==> src/rtl/pipe_stage_reg.sv <==
// rtl/pipe_stage_reg.sv - inter-stage pipeline register with valid/ready handshake and optional skid entry
module pipe_stage_reg #(
    parameter int WB_W   = 2,
    parameter int DATA_W = 32,
    parameter int RD_W   = 5,
    parameter int SKID   = 1
) (
    input  logic              clk_i,
    input  logic              rst_n_i,
    input  logic              flush_i,
    input  logic              valid_i,
    output logic              ready_o,
    input  logic [WB_W-1:0]   WB_i,
    input  logic [DATA_W-1:0] addr_i,
    input  logic [DATA_W-1:0] data_i,
    input  logic [RD_W-1:0]   rd_i,
    output logic              valid_o,
    input  logic              ready_i,
    output logic [WB_W-1:0]   WB_o,
    output logic [DATA_W-1:0] addr_o,
    output logic [DATA_W-1:0] data_o,
    output logic [RD_W-1:0]   rd_o,
    output logic [1:0]        count_o
);

    // Payload is handled as one flat word so main/skid moves are single assignments.
    localparam int PL_W = WB_W + 2 * DATA_W + RD_W;

    // State encoding equals the number of held entries, so count_o is the state register.
    localparam logic [1:0] ST_EMPTY = 2'd0;
    localparam logic [1:0] ST_ONE   = 2'd1;
    localparam logic [1:0] ST_TWO   = 2'd2;

    logic [1:0]      state_q, state_d;
    logic [PL_W-1:0] main_q, main_d;
    logic [PL_W-1:0] skid_q, skid_d;
    logic            valid_q, valid_d;
    logic            ready_q, ready_d;

    logic [PL_W-1:0] in_pl;
    logic            in_fire;
    logic            out_fire;

    assign in_pl    = {WB_i, addr_i, data_i, rd_i};
    assign in_fire  = valid_i & ready_o;
    assign out_fire = valid_q & ready_i;

    // Upstream ready: a flop with the skid entry, otherwise passes downstream ready through.
    generate
        if (SKID != 0) begin : g_ready_reg
            assign ready_o = ready_q;
        end else begin : g_ready_comb
            assign ready_o = ~valid_q | ready_i;
        end
    endgenerate

    // Next-state and payload movement for the EMPTY/ONE/TWO occupancy machine.
    always_comb begin
        state_d = state_q;
        main_d  = main_q;
        skid_d  = skid_q;
        case (state_q)
            ST_EMPTY: begin
                if (in_fire) begin
                    main_d  = in_pl;
                    state_d = ST_ONE;
                end
            end
            ST_ONE: begin
                if (in_fire && out_fire) begin
                    // Output consumed and replaced in the same cycle: full throughput.
                    main_d = in_pl;
                end else if (in_fire && (SKID != 0)) begin
                    // Downstream stalled: park the new entry behind the output one.
                    skid_d  = in_pl;
                    state_d = ST_TWO;
                end else if (out_fire) begin
                    // Clearing main keeps the payload outputs zero while invalid.
                    main_d  = '0;
                    state_d = ST_EMPTY;
                end
            end
            ST_TWO: begin
                if (out_fire) begin
                    main_d  = skid_q;
                    skid_d  = '0;
                    state_d = ST_ONE;
                end
            end
            default: begin
                main_d  = '0;
                skid_d  = '0;
                state_d = ST_EMPTY;
            end
        endcase
        valid_d = (state_d != ST_EMPTY);
        ready_d = (state_d != ST_TWO);
    end

    // State update: reset and flush both return to an empty, all-zero stage.
    always_ff @(posedge clk_i) begin
        if (!rst_n_i) begin
            state_q <= ST_EMPTY;
            main_q  <= '0;
            skid_q  <= '0;
            valid_q <= 1'b0;
            ready_q <= 1'b1;
        end else if (flush_i) begin
            state_q <= ST_EMPTY;
            main_q  <= '0;
            skid_q  <= '0;
            valid_q <= 1'b0;
            ready_q <= 1'b1;
        end else begin
            state_q <= state_d;
            main_q  <= main_d;
            skid_q  <= skid_d;
            valid_q <= valid_d;
            ready_q <= ready_d;
        end
    end

    assign valid_o = valid_q;
    assign count_o = state_q;
    assign {WB_o, addr_o, data_o, rd_o} = main_q;

endmodule
==> config.mk <==
export PLATFORM = sky130hd
export DESIGN_NAME = pipe_stage_reg
export DESIGN_NICKNAME = d
export VERILOG_FILES = /design/src/rtl/pipe_stage_reg.sv
export SDC_FILE = /design/constraint.sdc
export NUM_CORES = 1
export LEC_CHECK = 0
export BUFFER_PORTS_ARGS = -buffer_cell sky130_fd_sc_hd__buf_2
export CAP_MARGIN = 40
export CELL_PAD_IN_SITES_DETAIL_PLACEMENT = 0
export CELL_PAD_IN_SITES_GLOBAL_PLACEMENT = 1
export CORE_ASPECT_RATIO = 0.75
export CORE_MARGIN = 2
export CORE_UTILIZATION = 41
export CTS_CLUSTER_SIZE = 10
export DETAILED_ROUTE_END_ITERATION = 7
export PLACE_DENSITY = 0.86
export RECOVER_POWER = 100
export SLEW_MARGIN = 20
export SYNTH_ARGS = -nofsm -noshare
export SYNTH_HDL_FRONTEND = slang
export SYNTH_SLANG_ARGS = --single-unit
==> constraint.sdc <==
create_clock -name clk_i -period 1.7 [get_ports clk_i]
set_input_delay 0.17 -clock clk_i [delete_from_list [all_inputs] [get_ports clk_i]]
set_output_delay 0.17 -clock clk_i [all_outputs]
set_load 0.02 [all_outputs]
Word-level counts from Yosys, hierarchy flattened
Index checks and enable logic that the tools add are counted.
Operators by class
  bitwise gates (word level): 4
  reductions and logical operators: 6
  equality and inequality tests: 9
  muxes and demuxes: 14
Operator list (number)
  2-to-1 mux 71 bit: 6
  case mux 71 bit (3 select lines): 2
  2-to-1 mux 2 bit: 5
  != test 2 bit (second input constant): 5
  AND reduction 4 bit: 2
  != test 3 bit (second input constant): 2
  case mux 2 bit (3 select lines): 1
  AND 1 bit: 2
  == test 2 x 1 -> 1 bit (second input constant): 1
  == test 2 bit (second input constant): 1
  logical NOT 2 bit: 1
  NOT 1 bit: 2
  nonzero test 2 bit: 1
  OR reduction 2 bit: 1
  logical AND 1 bit: 1
Storage, ports and cells
  register bits: 146
  input bits: 76

Depth between registers and ports, before layout
  word-level depth: 6
  mapped depth: 7

Worst setup path before layout
Ideal clock, no wire load.
  path kind: reg-to-reg
  start point: register state_q[1], in the netlist count_o[1]
  end point: register main_q[0]
  setup time: 0.128 ns
  slack: 0.060 ns
  arrival time: 1.513 ns
  cell stages (with the launch flop): 8
  cells stage by stage: dfxtp_1 -> buf_2 -> buf_4 -> buf_2 -> mux2i_1 -> o22ai_1 -> a22oi_1 -> nor2_1
Between the ends
  cells in the longest elaborated chain, start to end: 3
  elaborated cells between the ends (all ways): 9
  those cells by class: eq/ne: 6; mux: 1; reduce/logical: 2
RTL lines
  from (decl): line 34  | logic [1:0] state_q, state_d;
  from (signal assigned): line 115  | state_q <= state_d;
  == test 2 x 1 -> 1 bit, or another cell as far along: line 62  | case (state_q)
  != test 3 bit (no line) or != test 2 bit (tied branches)
  AND reduction 4 bit (no line)
  to (signal assigned): line 116  | main_q <= main_d;
  to (decl): line 35  | logic [PL_W-1:0] main_q, main_d;
Parallel ways exist; a longest one is shown, timed or not.
A chain may end at the register's enable or synchronous reset.

Worst setup path after layout
  start point: register state_q[1], in the netlist count_o[1]
  end point: register main_q[22]
The elaborated chain is that of the path after synthesis.

==> impl_results.md <==
- Status: completed
- Chip width: 158 um
- Post-DRT Antenna Nets: 0
- First-pass GRT wire length: about 35000 um
- Ratio of cells with drive above 1 in the final layout: 0.154
- Vias/cell: a little under 6
- Overflow after GRT: 0
- Number of global-route vias before repair: 6401
- Final TNS setup: 0 ns
- Final Max Slew Viols: 0
- Least-Margin Pin Slew: roughly 0.44 ns
- Routability congestion estimate: 0.721
- Root Driver: clkbuf_16
- Starting Density: 0.414
- Placed cell count: 1158
- HPWL Detailed: 12200 um
- Arr. time, crit path: just under 2 ns
- Cells after synthesis: 850
- Library cells used by synthesis: 32
- Total global-route track usage: 0.230
- Via count: between 6k and 7k
- Register area share after synthesis: 0.403
- Cell Rows: 42
- Num CTS Buffers: 17
- Final setup violation count: 0
- Initial drt markers: 586
- Final worst slack: 0.117 ns
- H-tree Lvls: 4
- Maximum vdd drop: roughly 0.73 mV
- Leak: 2.80 nW
- First drt pass iteration count: 5
- CTS sink count: around 150
- Crit-path cells: nand3b_1, o22ai_2, buf_12, a22oi_1, nor2_1
- Worst slew margin: 0.709
- IO Count: 151
- CTS Buffer Depth: 2
- Clk_skew: 0.0119 ns
- # hold bufs at CTS: 0
- CP peak stage delay: between 0.3 and 0.4 ns
- Routed WL: 21400 um
- Largest net degree at the start of global routing: 84
- Port bufs: 150
- Final min period: 1.58 ns
- HP Class: in -> reg
- # DRC: 0
- Area grow syn2layout: 21.9%
- Wire per inst: 18.0 um
- Syn_nets: 926
- CP top delay family: compound AO/OA/AOI/OAI gates
- Main synth FF type: dfxtp_1
- CP max-delay cell: dfxtp_4
- Power Density: 1010 nW/um2
- F_max: 0.632 GHz
- RSZ-0062 raised after global routing: false
- Setup crit end kind: flop
- Register bit total from synthesis: 146
- CTS tree: built
- Worst Path Max Fanout: 38
- Asr flop ratio synth: 0
- Fillers: 1715
- Netlist Area Pre-Place: 7250 um2
- Worst Path Buf+Inv: 1
- Layout Cells excl Fill: 1191
- Required time worst endpoint: 2.06 ns
- Crit Path Category: reg -> reg
- Worst-skew pair later-pin latency: 0.43 ns
- Final Util: 0.505
- Clk slew on worst S/H paths: 0.06 ns
- Nets@finish: 1011
- Initial antenna violation count: 3
- Die area: 18800 um2
- Die height: 119 um
- Max-cap violation count: 0
- Hold Slack: 0.0367 ns
- Number of synthesis warnings: 0
- Post-synth EDFFs: 0
- Avg Inst Size Synth: between 8 and 9 um2
- Dpl ws: 0.142 ns
- Final hold viol count: 0
- Total core area: 17500 um2
- Crit share post-route: 0.931
- Critical Path Start Type: flop
cells in the mapped netlist (2+ instances only):
master / n / area share
dfxtp_1: 146 / 0.40
nand2_1: 3 / 0.0016
nand3_1: 71 / 0.049
nor2_4: 2 / 0.0031
mux2i_1: 71 / 0.098
clkbuf_1: 66 / 0.034
o22ai_1: 70 / 0.060
a22oi_1: 71 / 0.074
buf_2: 38 / 0.026
nor2_1: 73 / 0.038
nand4b_1: 71 / 0.086
o21ba_2: 2 / 0.0028
o21ai_1: 26 / 0.018
o21ai_0: 45 / 0.031
a21oi_1: 75 / 0.052
buf_4: 4 / 0.0041
area by class of cell:
| cell class | instances | area [um2] | share of cell area |
|---|---|---|---|
| timing repair buffer | 176 | 1100 | 0.124 |
| clock inverter | 9 | 149 | 0.0168 |
| antenna | 2 | 5.00 | 0.000566 |
| sequential | 146 | 2930 | 0.332 |
| tap | 242 | 303 | 0.0343 |
| clock buffer | 22 | 495 | 0.0561 |
| inverter | 1 | 3.75 | 0.000425 |
| multi-input combinational | 593 | 3850 | 0.436 |
kinds of logic (layout without fill, tap and decap cells):
| family | Yosys count | after routing | synth area share |
|---|---|---|---|
| muxes | 71 | 71 | 0.0980 |
| other | 0 | 2 | 0 |
| AOI/OAI and AO/OA | 293 | 293 | 0.247 |
| DFF | 146 | 146 | 0.403 |
| xor gates and xnor gates | 1 | 1 | 0.00121 |
| buffers and inverters | 111 | 208 | 0.0663 |
| and+or+nand+nor | 228 | 228 | 0.184 |
stage by stage:
| stage | power (mW) | instance area, um2 |
|---|---|---|
| floorplan | 4.39 | 7250 |
| global placement | 4.87 | 8280 |
| detailed placement | 4.88 | 8280 |
| CTS | 9.00 | 8930 |
| global route | 9.26 | 8840 |
| finish | 8.91 | 8840 |
where the power goes:
part / internal [mW] / switching (mW) / leakage [nW]
registers: 3.50 / 0.0477 / 1.18
logic: 0.449 / 0.805 / 1.29
clock network: 2.65 / 1.47 / 0.321
timing repair:
| action | in CTS | in global routing |
|---|---|---|
| gates resized for setup | 1 | 0 |
| setup buffers | 0 | 0 |
| setup endpoints to repair | 1 | 0 |
| hold endpoints to repair | 0 | 0 |
placed cells by master, fill, tap and decap left out, types with 2 or more instances in the layout:
cell / n
a21oi_1: 75
a22oi_1: 71
buf_12: 19
buf_2: 77
buf_4: 4
bufinv_16: 4
clkbuf_1: 73
clkbuf_16: 18
clkbuf_4: 2
clkbuf_8: 3
clkinv_2: 4
dfxtp_1: 143
dfxtp_4: 2
diode_2: 2
mux2i_1: 71
nand2_1: 3
nand3_1: 71
nand4b_1: 71
nor2_1: 73
nor2_4: 2
o21ai_0: 45
o21ai_1: 26
o21ba_2: 2
o22ai_1: 70
tightest hold or removal path, stage by stage:
cell and delay, ns:
buf_2 0.11, nand4b_1 0.08, a21oi_1 0.06
sequential cells by signal (all words and copies together), names as in the netlist:
register  count
count_o       2
main_q       71
ready_o       1
skid_q       71
valid_o       1
layer usage:
layer,track usage,vias up,part of all wire
li1,-,3383,-
met1,0.329,3322,0.48
met2,0.346,235,0.45
met3,0.0517,19,0.061
met4,0.0670,2,0.012
met5,0,-,0.00051
final timing paths:
kind	startpoint	endpoint	slack, ns	cells past startpoint
worst max-delay path	count_o[1]	main_q[22]	0.12	5
worst max register to register	count_o[1]	main_q[22]	0.12	5
worst min-delay path	data_i[19]	skid_q[24]	0.04	3
worst min register to register	skid_q[23]	skid_q[23]	0.47	2
Note: power is estimated with default switching activity, not from simulation.
